==> src/rtl/interval_timer_bank.sv <==
// Bank of NCH 6530-style interval timers on an 8-bit register bus.
// Each channel has a prescaler, reload, W1C status flag and per-channel irq.
module interval_timer_bank #(
  parameter  int NCH = 2,
  parameter  int DW  = 8,
  localparam int AW  = $clog2(NCH) + 2
) (
  input  logic           clk,
  input  logic           rst_n,
  input  logic           cs,
  input  logic           we_n,
  input  logic [AW-1:0]  A,
  input  logic [DW-1:0]  DI,
  output logic [DW-1:0]  DO,
  output logic           OE,
  output logic           irq_n,
  output logic [NCH-1:0] irq_vec
);

  localparam logic [1:0] OFF_COUNT  = 2'd0;
  localparam logic [1:0] OFF_CTRL   = 2'd1;
  localparam logic [1:0] OFF_STATUS = 2'd2;
  localparam logic [1:0] OFF_RELOAD = 2'd3;

  logic [DW-1:0]  r_count  [NCH];
  logic [DW-1:0]  r_reload [NCH];
  logic [5:0]     r_ctrl   [NCH];
  logic [9:0]     r_pre    [NCH];
  logic [NCH-1:0] r_flag;
  logic [NCH-1:0] r_fast;
  logic [DW-1:0]  r_do;
  logic           r_oe;
  logic           r_irq_n;
  logic [NCH-1:0] r_irq_vec;

  logic [3:0]     w_ch;
  logic [1:0]     w_off;
  logic           w_ch_ok;
  logic           w_rd;
  logic           w_wr;
  logic [NCH-1:0] w_sel;
  logic [9:0]     w_div_m1 [NCH];
  logic [NCH-1:0] w_tick;
  logic [NCH-1:0] w_uflow;
  logic [NCH-1:0] w_clr;
  logic [NCH-1:0] w_irq;
  logic [DW-1:0]  w_rdata;

  assign w_ch    = 4'(A >> 2);
  assign w_off   = A[1:0];
  assign w_ch_ok = (32'(w_ch) < NCH);
  assign w_rd    = cs & we_n;
  assign w_wr    = cs & ~we_n & w_ch_ok;

  always_comb begin
    w_rdata = '0;
    for (int i = 0; i < NCH; i++) begin
      w_sel[i] = w_ch_ok && (w_ch == 4'(i));
      case (r_ctrl[i][1:0])
        2'd0:    w_div_m1[i] = 10'd0;
        2'd1:    w_div_m1[i] = 10'd7;
        2'd2:    w_div_m1[i] = 10'd63;
        default: w_div_m1[i] = 10'd1023;
      endcase
      // fast mode (after a one-shot underflow) forces divide-by-1
      if (r_fast[i]) w_div_m1[i] = 10'd0;
      w_tick[i]  = r_ctrl[i][4] && (r_pre[i] == w_div_m1[i]);
      w_uflow[i] = w_tick[i] && (r_count[i] == '0);
      w_clr[i]   = w_sel[i] && cs &&
                   ((!we_n && w_off == OFF_STATUS && DI[0]) ||
                    (we_n && w_off == OFF_COUNT && r_ctrl[i][5]));
      w_irq[i]   = r_flag[i] & r_ctrl[i][2];
      if (w_sel[i]) begin
        case (w_off)
          OFF_COUNT:  w_rdata = r_count[i];
          OFF_CTRL:   w_rdata = DW'(r_ctrl[i]);
          OFF_STATUS: w_rdata = DW'(r_flag[i]);
          default:    w_rdata = r_reload[i];
        endcase
      end
    end
  end

  always_ff @(posedge clk) begin
    if (!rst_n) begin
      for (int i = 0; i < NCH; i++) begin
        r_count[i]  <= '0;
        r_reload[i] <= '0;
        r_ctrl[i]   <= '0;
        r_pre[i]    <= '0;
      end
      r_flag    <= '0;
      r_fast    <= '0;
      r_do      <= '0;
      r_oe      <= 1'b0;
      r_irq_n   <= 1'b1;
      r_irq_vec <= '0;
    end else begin
      for (int i = 0; i < NCH; i++) begin
        if (r_ctrl[i][4]) begin
          r_pre[i] <= w_tick[i] ? 10'd0 : r_pre[i] + 10'd1;
          if (w_tick[i]) begin
            if (r_count[i] != '0) begin
              r_count[i] <= r_count[i] - DW'(1);
            end else if (r_ctrl[i][3]) begin
              r_count[i] <= r_reload[i];
            end else begin
              r_count[i] <= '1;
              r_fast[i]  <= 1'b1;
            end
          end
        end
        // an underflow in the same cycle beats any clear request
        if (w_uflow[i])     r_flag[i] <= 1'b1;
        else if (w_clr[i])  r_flag[i] <= 1'b0;
        if (w_wr && w_sel[i]) begin
          case (w_off)
            OFF_COUNT: begin
              r_count[i] <= DI;
              r_pre[i]   <= '0;
              r_flag[i]  <= 1'b0;
              r_fast[i]  <= 1'b0;
            end
            OFF_CTRL: begin
              r_ctrl[i] <= DI[5:0];
              r_fast[i] <= 1'b0;
            end
            OFF_RELOAD: r_reload[i] <= DI;
            default: ;
          endcase
        end
      end
      r_oe <= w_rd;
      if (w_rd) r_do <= w_rdata;
      r_irq_vec <= w_irq;
      r_irq_n   <= ~|w_irq;
    end
  end

  assign DO      = r_do;
  assign OE      = r_oe;
  assign irq_n   = r_irq_n;
  assign irq_vec = r_irq_vec;

endmodule

==> config.mk <==
export PLATFORM = sky130hd
export DESIGN_NAME = interval_timer_bank
export DESIGN_NICKNAME = d
export VERILOG_FILES = /design/src/rtl/interval_timer_bank.sv
export SDC_FILE = /design/constraint.sdc
export NUM_CORES = 1
export LEC_CHECK = 0
export CAP_MARGIN = 0
export CELL_PAD_IN_SITES_DETAIL_PLACEMENT = 0
export CELL_PAD_IN_SITES_GLOBAL_PLACEMENT = 2
export CORE_MARGIN = 2
export CORE_UTILIZATION = 39
export CTS_CLUSTER_DIAMETER = 120
export DETAILED_ROUTE_END_ITERATION = 6
export GPL_TIMING_DRIVEN = 1
export PLACE_DENSITY_LB_ADDON = 0.1
export SYNTH_ARGS = -nofsm -noshare
export SYNTH_HDL_FRONTEND = slang
export SYNTH_SLANG_ARGS = --single-unit
==> constraint.sdc <==
create_clock -name clk -period 2.9 [get_ports clk]
set_input_delay 0.435 -clock clk [delete_from_list [all_inputs] [get_ports clk]]
set_output_delay 0.435 -clock clk [all_outputs]
set_load 0.1 [all_outputs]
; Yosys cells after proc, flatten, opt, wreduce, memory -nomap -nowiden
; Memory sizes are Yosys's and may differ from the RTL's.
; Index checks and enable logic that the tools add are counted.
[totals]
ff_bits = 16
latch_bits = 0
ram_bits = 64
rom_bits = 0
input_bits = 15
out_inout_bits = 12
elab_cells = 185
memories = 4
[classes]
n_addsub = 4
mul = 0
n_div = 0
n_lt_le_gt_ge = 1
eq_ne = 9
n_shift = 0
muxes = 108
bitwise_logic = 22
n_reduce_logical = 31
[mem_list]
columns = name, depth, word_bits, rd, rd_clocked_by_memory_dff, write_ports, line
row1 = r_pre, 2, 10, 2, 0, 2, 28  ; logic [9:0] r_pre [NCH];
row2 = r_count, 2, 8, 2, 0, 2, 25  ; logic [DW-1:0] r_count [NCH];
row3 = r_reload, 2, 8, 2, 0, 2, 26  ; logic [DW-1:0] r_reload [NCH];
row4 = r_ctrl, 2, 6, 2, 0, 2, 27  ; logic [5:0] r_ctrl [NCH];
[ops]
columns = cell, n
row1 = 8-bit two-way mux, 12
row2 = 1-bit two-way mux, 82
row3 = 10-bit two-way mux, 8
row4 = 10-bit one-hot mux with 3 select lines, 2
row5 = 8-bit one-hot mux with 3 select lines, 2
row6 = 10-bit by 1-bit adder with 10-bit output (second input constant), 2
row7 = 10-bit == test, 2
row8 = 1-bit logical AND, 17
row9 = 8-bit zero test, 2
row10 = 1-bit bitwise OR, 16
row11 = 8-bit nonzero test, 2
row12 = 8-bit by 1-bit subtractor with 8-bit output (second input constant), 2
row13 = 6-bit two-way mux, 2
row14 = 2-bit == test (second input constant), 4
row15 = 2-bit by 1-bit == test with 1-bit output (second input constant), 3
row16 = 2-bit zero test, 3
row17 = 1-bit bitwise AND, 5
row18 = 4-bit zero test, 1
row19 = 2-bit OR reduction, 2
row20 = 1-bit zero test, 2
row21 = 1-bit logical OR, 2
row22 = 1-bit by 2-bit < comparator with 1-bit output (second input constant), 1
row23 = 1-bit inverter, 1

; Logic depth before layout (Yosys ltp)
; Gate-level depths: netlist of the first run.
; An unclocked memory read counts as a cell.
[depth]
depth_word = 14
mapped_depth = 8
mapped_depth_nobuf = 7

; Worst setup path before layout of the first run
; Ideal clock, no wire load.
[synth_timing]
path_type = input to register
from = input A[0]
to = memory r_reload[0][0] (enable)
setup_ns = 0.384
arrival_ns = 1.830
t_required_ns = 2.516
setup_slack_ns = 0.686
stages = 5
path_buffers = 2
cell_sequence = clkbuf_1 and2_1 clkbuf_1 nand3b_1 o21ai_0
[synth_lines]
columns = item, line
row1 = from (decl), 12  ; input logic [AW-1:0] A,
row2 = to (decl), 26

==> impl_metrics.json, run 1 <==
{
  "drt_first_pass_iters": 4,
  "p_leak_nw": 2.02,
  "drt_iter0_drc": 303,
  "maxCapViolations": 0,
  "grt_pass1_wl_microns": 19100,
  "grt_remaining_overflow": 0,
  "seqPwrFrac_pct": 47.4,
  "final_antenna_net_count": 0,
  "multiInputGateArea_sq_um": 2150,
  "synth_xor_area_share_pct": 4.36,
  "grt_use_total_pct": 20.2,
  "cts_buffers": 9,
  "yosys.area.top_type": "edfxtp_1",
  "finalHoldViolCount": 0,
  "finish.utilization_pct": 47.5,
  "synth_common_cells": "edfxtp_1, nor2_1, nand2_1",
  "initial_utilization_pct": 40.5,
  "yosysSeqAreaShare_pct": 48.4,
  "synth.most_common_cell": "edfxtp_1",
  "synth-compound-area-share_pct": 13.7,
  "ys_async_sr_fraction_pct": 0,
  "fin_crit_ns": 2.49,
  "die_w_microns": 111,
  "syn_to_final_growth_pct": 17.5,
  "core-area_sq_um": 10900,
  "synthSimpleGateAreaFrac_pct": 20.0,
  "drive_gt1_share_pct": 13.5,
  "setup-violations-final": 0,
  "slowest_delay_ns": 0.68,
  "setup_tns_ns": 0,
  "tightest_slew_ns": 0.869,
  "synth_edf_count": 54,
  "ff_latch_area_sq_um": 2140,
  "synth_area_sq_um": 4420,
  "yosysTopAreaCellShare_pct": 36.7,
  "io_pins": 27,
  "slowest_stage": "or4_1",
  "ctsHoldBuffers": 0,
  "synth_top_family_by_area": "simple AND/OR/NAND/NOR gates",
  "combinationalPowerShare_pct": 12.5,
  "drc": 0,
  "antenna_found_initial": 0,
  "io_buffer_count": 26,
  "ys.flop_type": "edfxtp_1",
  "powerDensity_nw_per_um2": 546,
  "grt_pass1_vias": 3262,
  "layoutNonFillerInstCount": 620,
  "dp_cells": 604,
  "p_switching_uw": 730,
  "relSlewSlack_pct": 42.0,
  "yosys_warnings": 0,
  "status": "finished, final reports clean",
  "path_cells": "inv_1 > ha_1 > nor3b_1 > nand3_1 > or4_1 > mux2i_1 > a211oi_1",
  "wl_per_cell_microns": 19.7,
  "die_area_sq_um": 12200,
  "grt_max_degree": 18,
  "via_per_inst": 5.64,
  "ys_top_cells_by_area": "edfxtp_1, dfxtp_1, mux2i_1",
  "syn_nets": 457,
  "cts_root_buf": "clkbuf_16",
  "cts_resized": 0,
  "synth-seq-cells": 80,
  "yosys-mux-area-fraction_pct": 9.11,
  "total_power_mw": 2.84,
  "cts_setup_buffers": 0,
  "synthAdderAreaFrac_pct": 1.41,
  "worstPathArrival_ns": 2.55,
  "worst_ep_required_time_ns": 2.96,
  "setup.worst_path.end_class": "register",
  "clk_latency_ns": 0.34,
  "htree_levels": 3,
  "hold_path_class": "register to register",
  "drv_slew": 0,
  "p_int_mw": 2.11,
  "synth_cells": 437,
  "start_kind": "register",
  "clock_skew_ns": 0.00811,
  "die_h_microns": 111,
  "tritoncts": "done",
  "row_count": 38,
  "power.clock.fraction_pct": 40.1,
  "criticalPathCategory": "register to register",
  "max_freq_ghz": 0.402,
  "gp_congestion": 0.856,
  "syn_area_per_cell_sq_um": 10.1,
  "nFillCells": 1060,
  "clk_pin_slew_ns": 0.06,
  "finalCritPeriodShare_pct": 85.9,
  "finalNetCount": 495,
  "vias": 3494,
  "rsz0062_at_grt": "false",
  "crit_path_max_fanout": 8,
  "cts_buffer_depth": 2,
  "cts_sinks": 80,
  "peakVddDrop_v": 0.000269,
  "ys_types": 54,
  "p_sw_share_pct": 25.7,
  "detailed_place_hpwl_microns": 8930,
  "wl_microns": 12200,
  "antennaDiodeCount": 0
}
stage by stage:
stage	hold slack (ns)	setup slack, ns	area, sq um
after CTS	0.458	0.407	5200
after global routing	0.474	0.231	5200
after detailed placement	0.449	0.302	4910
after global placement	0.445	0.272	4910
after floorplan	0.461	0.686	4420
final	0.456	0.410	5200
sequential cells by signal (all words and copies together), names as in the netlist:
name,count
r_pre,20
r_count,16
r_reload,16
r_ctrl,12
DO,8
irq_vec,2
r_fast,2
r_flag,2
OE,1
irq_n,1
worst paths after layout:
path / startpoint / end / slack, ns / cells after the start
setup / recovery: r_count[0][0] / r_count[0][0] / 0.41 / 7
hold / removal: DO[3] / DO[3] / 0.46 / 2
setup reg to reg: r_count[0][0] / r_count[0][0] / 0.41 / 7
hold reg to reg: DO[3] / DO[3] / 0.46 / 2
worst max-delay path, delay by kind of cell (launching register included):
family / cells / cell delay [ns]
AND/OR/NAND/NOR: 3 / 1.09
AO/OA/AOI/OAI: 1 / 0.10
adder cells (fa/ha/maj): 1 / 0.16
multiplexers: 1 / 0.28
flip-flops: 1 / 0.42
buffers and inverters: 1 / 0.16
placed cells by master (no fill, tap or decap), types with 16 or more instances in the layout:
master	n
a21oi_1	26
and2_1	17
mux2i_1	29
edfxtp_1	54
dfxtp_1	26
nand2_1	36
nand3_1	16
nor2_1	37
buf_4	33
power groups by stage:
stage	clock [mW]	combinational, mW	sequential (mW)
detailed placement	0	0.353	1.37
CTS	1.16	0.355	1.34
global route	1.21	0.386	1.35
global placement	0	0.356	1.37
finish	1.14	0.355	1.35
floorplan	0	0.193	1.39
metal layers:
layer / wire length, microns / vias to the layer above / share of wire [%] / global-route usage (%)
li1: - / 1689 / - / -
met1: 5810 / 1686 / 48 / 30.9
met5: 0 / - / 0 / 0
met4: 198 / 0 / 1.6 / 6.50
met2: 5440 / 104 / 45 / 28.7
met3: 743 / 15 / 6.1 / 3.84
final cells by class:
| class | instances | area share (%) |
|---|---|---|
| clock buffer | 14 | 4.89 |
| inverter | 14 | 1.01 |
| clock inverter | 2 | 0.746 |
| sequential | 80 | 41.2 |
| timing repair buffer | 47 | 7.46 |
| multi-input combinational | 323 | 41.3 |
| tap | 140 | 3.37 |
cell families after synthesis:
kind of cell / after synthesis
AND/OR/NAND/NOR: 165
AO/OA/AOI/OAI: 92
flip-flops: 80
multiplexers: 39
buffers and inverters: 34
XOR/XNOR: 22
adder cells (fa/ha/maj): 5
No activity file was read; power rests on OpenSTA's default activity.
==> run 2: changes to the inputs <==
--- a/config.mk
+++ b/config.mk
@@ -10,10 +10,11 @@
 export CELL_PAD_IN_SITES_GLOBAL_PLACEMENT = 2
 export CORE_MARGIN = 2
 export CORE_UTILIZATION = 39
-export CTS_CLUSTER_DIAMETER = 120
+export CTS_CLUSTER_DIAMETER = 100
 export DETAILED_ROUTE_END_ITERATION = 6
 export GPL_TIMING_DRIVEN = 1
 export PLACE_DENSITY_LB_ADDON = 0.1
+export SETUP_SLACK_MARGIN = 0.4
 export SYNTH_ARGS = -nofsm -noshare
 export SYNTH_HDL_FRONTEND = slang
 export SYNTH_SLANG_ARGS = --single-unit
==> constraint.sdc (replaced) <==
create_clock -name clk -period 2.4 [get_ports clk]
set_input_delay 0.36 -clock clk [delete_from_list [all_inputs] [get_ports clk]]
set_output_delay 0.36 -clock clk [all_outputs]
set_load 0.1 [all_outputs]
==> impl_metrics.json, run 2 (synthesized netlist as in run 1, its figures left out) <==
{
  "rsz0062_at_grt": "true",
  "via_per_inst": 5.54,
  "reg2reg_to": "r_count[0][1]",
  "hold_start": "DO[3]",
  "ff_latch_area_sq_um": 2140,
  "wl_microns": 12700,
  "layout_commonest_cell": "buf_4",
  "multiInputGateArea_sq_um": 2470,
  "wl_per_cell_microns": 19.1,
  "p_int_mw": 2.52,
  "reg2reg_depth": 8,
  "drive_gt1_share_pct": 29.4,
  "dpl_cell_area_sq_um": 5050,
  "cts_buffers": 9,
  "power.clock.fraction_pct": 36.6,
  "ctsHoldBuffers": 0,
  "die_area_sq_um": 12200,
  "grt_remaining_overflow": 0,
  "place_ws_ns": 0.0651,
  "status": "finished, final reports clean",
  "drt_first_pass_iters": 5,
  "syn_to_final_growth_pct": 32.7,
  "peakVddDrop_v": 0.000298,
  "tritoncts": "done",
  "start_kind": "register",
  "setup_tns_ns": 0,
  "setup-violations-final": 0,
  "top_register": "r_pre",
  "fin_crit_ns": 2.25,
  "clk_latency_ns": 0.34,
  "antenna_found_initial": 1,
  "cts_root_buf": "clkbuf_16",
  "p_sw_share_pct": 27.2,
  "p_leak_nw": 2.29,
  "grt_use_total_pct": 20.8,
  "row_count": 38,
  "gp_congestion": 0.801,
  "finalCritPeriodShare_pct": 93.7,
  "largest_register_ffs": 20,
  "detailed_place_hpwl_microns": 9130,
  "fin_area_sq_um": 5870,
  "initial_utilization_pct": 40.5,
  "grt_max_degree": 19,
  "cts_buffer_depth": 2,
  "min_delay_path_depth": 2,
  "rr_startpoint": "r_count[0][1]",
  "crit_path_max_fanout": 8,
  "antennaDiodeCount": 0,
  "tightest_slew_ns": 0.563,
  "relSlewSlack_pct": 62.4,
  "drt_iter0_drc": 237,
  "worstPathArrival_ns": 2.32,
  "max_freq_ghz": 0.445,
  "worst_ep_required_time_ns": 2.47,
  "setup.worst_path.end_class": "register",
  "cts_sinks": 80,
  "io_pins": 27,
  "hold_path_end": "DO[3]",
  "combinationalPowerShare_pct": 16.3,
  "finalNetCount": 538,
  "maxCapViolations": 0,
  "powerDensity_nw_per_um2": 589,
  "top_regs": "r_pre: 20 flops, r_count: 16 flops, r_reload: 16 flops",
  "drc": 0,
  "p_switching_uw": 940,
  "drv_slew": 0,
  "core-area_sq_um": 10900,
  "die_h_microns": 111,
  "grt_pass1_vias": 3578,
  "final_cell_mix": "buf_4, edfxtp_1, nand2_1",
  "criticalPathCategory": "register to register",
  "die_w_microns": 111,
  "final_antenna_net_count": 0,
  "hold_path_class": "register to register",
  "rrSetupSlack_ns": 0.15,
  "fin_ws_ns": 0.151,
  "clk_pin_slew_ns": 0.06,
  "htree_levels": 3,
  "clock_skew_ns": 0.00333,
  "seqPwrFrac_pct": 47.0,
  "finalHoldViolCount": 0,
  "nFillCells": 997,
  "grt_pass1_wl_microns": 19600,
  "io_buffer_count": 26,
  "vias": 3676
}
-- run 2: cell types whose count changed in the layout (fill, tap and decap cells not counted), sizes merged --
cell and delta:
buf +43, bufinv -1, clkbuf +1
-- run 2: worst max-delay path by stage --
stage	from	endpoint	slack, ns	cells past startpoint
final	r_count[0][1]	r_count[0][1]	0.15	8
after global routing	r_count[0][1]	r_count[0][1]	0.04	8
after CTS	r_count[0][0]	r_count[0][2]	0.19	8
after detailed placement	A[2]	r_count[1][0]	0.07	7
after global placement	cs	r_count[1][2]	0.05	7
after floorplan	A[0]	r_reload[0][0]	0.26	5
-- run 2: area by class of cell --
type,count,area share [%]
timing repair buffer,90,13.1
multi-input combinational,323,42.0
sequential,80,36.5
inverter,14,0.895
clock inverter,1,0.0853
clock buffer,15,4.39
tap,140,2.98
-- run 2: power groups by stage --
stage	logic (mW)	clock network, mW	registers (mW)
6_report	0.565	1.27	1.63
5_1_grt	0.614	1.34	1.63
4_1_cts	0.502	1.28	1.62
3_5_place_dp	0.448	0	1.65
3_3_place_gp	0.450	0	1.65
2_1_floorplan	0.234	0	1.68
-- run 2: per-layer routing --
layer	up-vias	global-route usage [%]	routed length [microns]	part of all wire, %
met4	0	7.33	198	1.6
li1	1782	-	-	-
met5	-	0	0	0
met2	81	31.7	5780	46
met3	14	3.24	522	4.1
met1	1799	30.0	6170	49
-- run 2: stage by stage --
stage               cells  hold WS (ns)  util, %  power, mW
finish                663         0.456     53.7       3.46
global route          663         0.477     53.7       3.59
CTS                   650         0.456     50.7       3.40
detailed placement    619         0.448     46.2       2.10
global placement      619         0.444     46.2       2.10
floorplan             437         0.461        -       1.91
-- run 2: worst max-delay path: stages, from the launching register on --
cell,delay (ns)
edfxtp_1,0.41
inv_2,0.09
ha_1,0.15
nor3b_4,0.22
nand3_2,0.09
or4_4,0.55
buf_8,0.16
mux2i_1,0.21
a211oi_1,0.10
-- run 2: timing repair --
action / 4_1_cts / 5_1_grt
gates cloned: 1 / 1
resized for setup: 29 / 49
buffers inserted: 14 / 12
pin swaps: 11 / 18
setup endpoints to repair: 48 / 77
==> run 3: changes to the inputs <==
==> constraint.sdc (replaced) <==
create_clock -name clk -period 2.5 [get_ports clk]
set_input_delay 0.375 -clock clk [delete_from_list [all_inputs] [get_ports clk]]
set_output_delay 0.375 -clock clk [all_outputs]
set_load 0.1 [all_outputs]
==> impl_metrics.json, run 3 (synthesized netlist as in run 1, its figures left out) <==
{
  "clk_pin_slew_ns": 0.06,
  "criticalPathCategory": "register to register",
  "tritoncts": "done",
  "die_w_microns": 111,
  "io_buffer_count": 26,
  "top_register": "r_pre",
  "peakVddDrop_v": 0.000320,
  "layout_commonest_cell": "buf_4",
  "hold_path_class": "register to register",
  "final_cell_mix": "buf_4, edfxtp_1, nor2_1",
  "finalHoldViolCount": 0,
  "nFillCells": 1041,
  "powerDensity_nw_per_um2": 589,
  "setup-violations-final": 0,
  "tightest_slew_ns": 0.513,
  "crit_path_max_fanout": 8,
  "finish.utilization_pct": 51.7,
  "relSlewSlack_pct": 65.7,
  "top_regs": "r_pre: 20 flops, r_count: 16 flops, r_reload: 16 flops",
  "start_kind": "register",
  "largest_register_ffs": 20,
  "cts_root_buf": "clkbuf_16",
  "max_freq_ghz": 0.452,
  "grt_max_degree": 19,
  "die_area_sq_um": 12200,
  "cts_buffers": 9,
  "drt_first_pass_iters": 4,
  "clock_skew_ns": 0.00661,
  "antennaDiodeCount": 0,
  "antenna_found_initial": 0,
  "finalCritPeriodShare_pct": 88.6,
  "final_antenna_net_count": 0,
  "wl_microns": 12300,
  "row_count": 38,
  "maxCapViolations": 0,
  "cts_sinks": 80,
  "multiInputGateArea_sq_um": 2350,
  "worstPathArrival_ns": 2.40,
  "drt_iter0_drc": 281,
  "finalNetCount": 529,
  "setup_tns_ns": 0,
  "io_pins": 27,
  "htree_levels": 3,
  "clk_latency_ns": 0.34,
  "die_h_microns": 111,
  "grt_use_total_pct": 20.3,
  "p_leak_nw": 2.23,
  "status": "finished, final reports clean",
  "vias": 3594,
  "rsz0062_at_grt": "true",
  "drc": 0,
  "fin_crit_ns": 2.21,
  "drive_gt1_share_pct": 24.1,
  "gp_congestion": 0.831,
  "ff_latch_area_sq_um": 2140,
  "detailed_place_hpwl_microns": 9120,
  "via_per_inst": 5.50,
  "drv_slew": 0,
  "worst_ep_required_time_ns": 2.68,
  "grt_pass1_vias": 3484,
  "ctsHoldBuffers": 0,
  "grt_remaining_overflow": 0,
  "core-area_sq_um": 10900,
  "syn_to_final_growth_pct": 27.8,
  "initial_utilization_pct": 40.5,
  "wl_per_cell_microns": 18.8,
  "setup.worst_path.end_class": "register",
  "cts_buffer_depth": 2,
  "grt_pass1_wl_microns": 19300
}
run 3: worst max-delay path, cell delays in order, from the launching register on:
cell,delay (ns)
edfxtp_1,0.40
inv_2,0.08
ha_1,0.12
nor3b_2,0.15
buf_4,0.14
nand3_2,0.06
or4_4,0.66
mux2i_4,0.23
a211oi_2,0.21
run 3: worst paths after layout:
| path | from | endpoint | slack, ns | depth (start not counted) |
|---|---|---|---|---|
| max | r_count[0][1] | r_count[0][3] | 0.29 | 8 |
| min | DO[5] | DO[5] | 0.46 | 2 |
| max reg2reg | r_count[0][1] | r_count[0][3] | 0.29 | 8 |
| min reg2reg | DO[5] | DO[5] | 0.46 | 2 |
run 3: what timing repair did:
item                                    CTS  global route
gates resized for setup                  14            25
endpoints found under the setup margin   34            55
setup buffers                            10            11
pin swaps                                13             3
run 3: stage by stage:
| step | std cells | area (sq um) | setup slack, ns | total power [mW] | hold slack, ns |
|---|---|---|---|---|---|
| global placement | 617 | 5000 | 0.0810 | 2.01 | 0.446 |
| finish | 654 | 5650 | 0.286 | 3.33 | 0.458 |
| CTS | 643 | 5440 | 0.280 | 3.33 | 0.461 |
| global route | 654 | 5650 | 0.141 | 3.47 | 0.491 |
| detailed placement | 617 | 5000 | 0.0158 | 2.01 | 0.452 |
| floorplan | 437 | 4420 | 0.346 | 1.84 | 0.461 |
run 3: final cells by class:
type	instances	share of cell area (%)
repair buffers	81	11.5
flip-flops and latches	80	37.9
well taps	140	3.10
inverters	14	0.930
multi-input cells	323	41.6
clock buffers	11	4.12
clock inverters	5	0.841
run 3: report_power, final:
part	switching, mW	total [mW]	leakage (nW)	internal, mW
Sequential	0.0691	1.56	0.755	1.49
Combinational	0.289	0.493	1.34	0.204
Clock	0.515	1.28	0.138	0.764
Total	0.874	3.33	2.23	2.46
run 3: metal layers:
layer	part of all wire, %	wire length (microns)	track usage, %	vias up
li1	-	-	-	1767
met1	50	6140	29.4	1760
met2	46	5690	31.5	55
met3	2.6	316	2.74	12
met4	1.3	160	6.50	0
met5	0	0	0	-
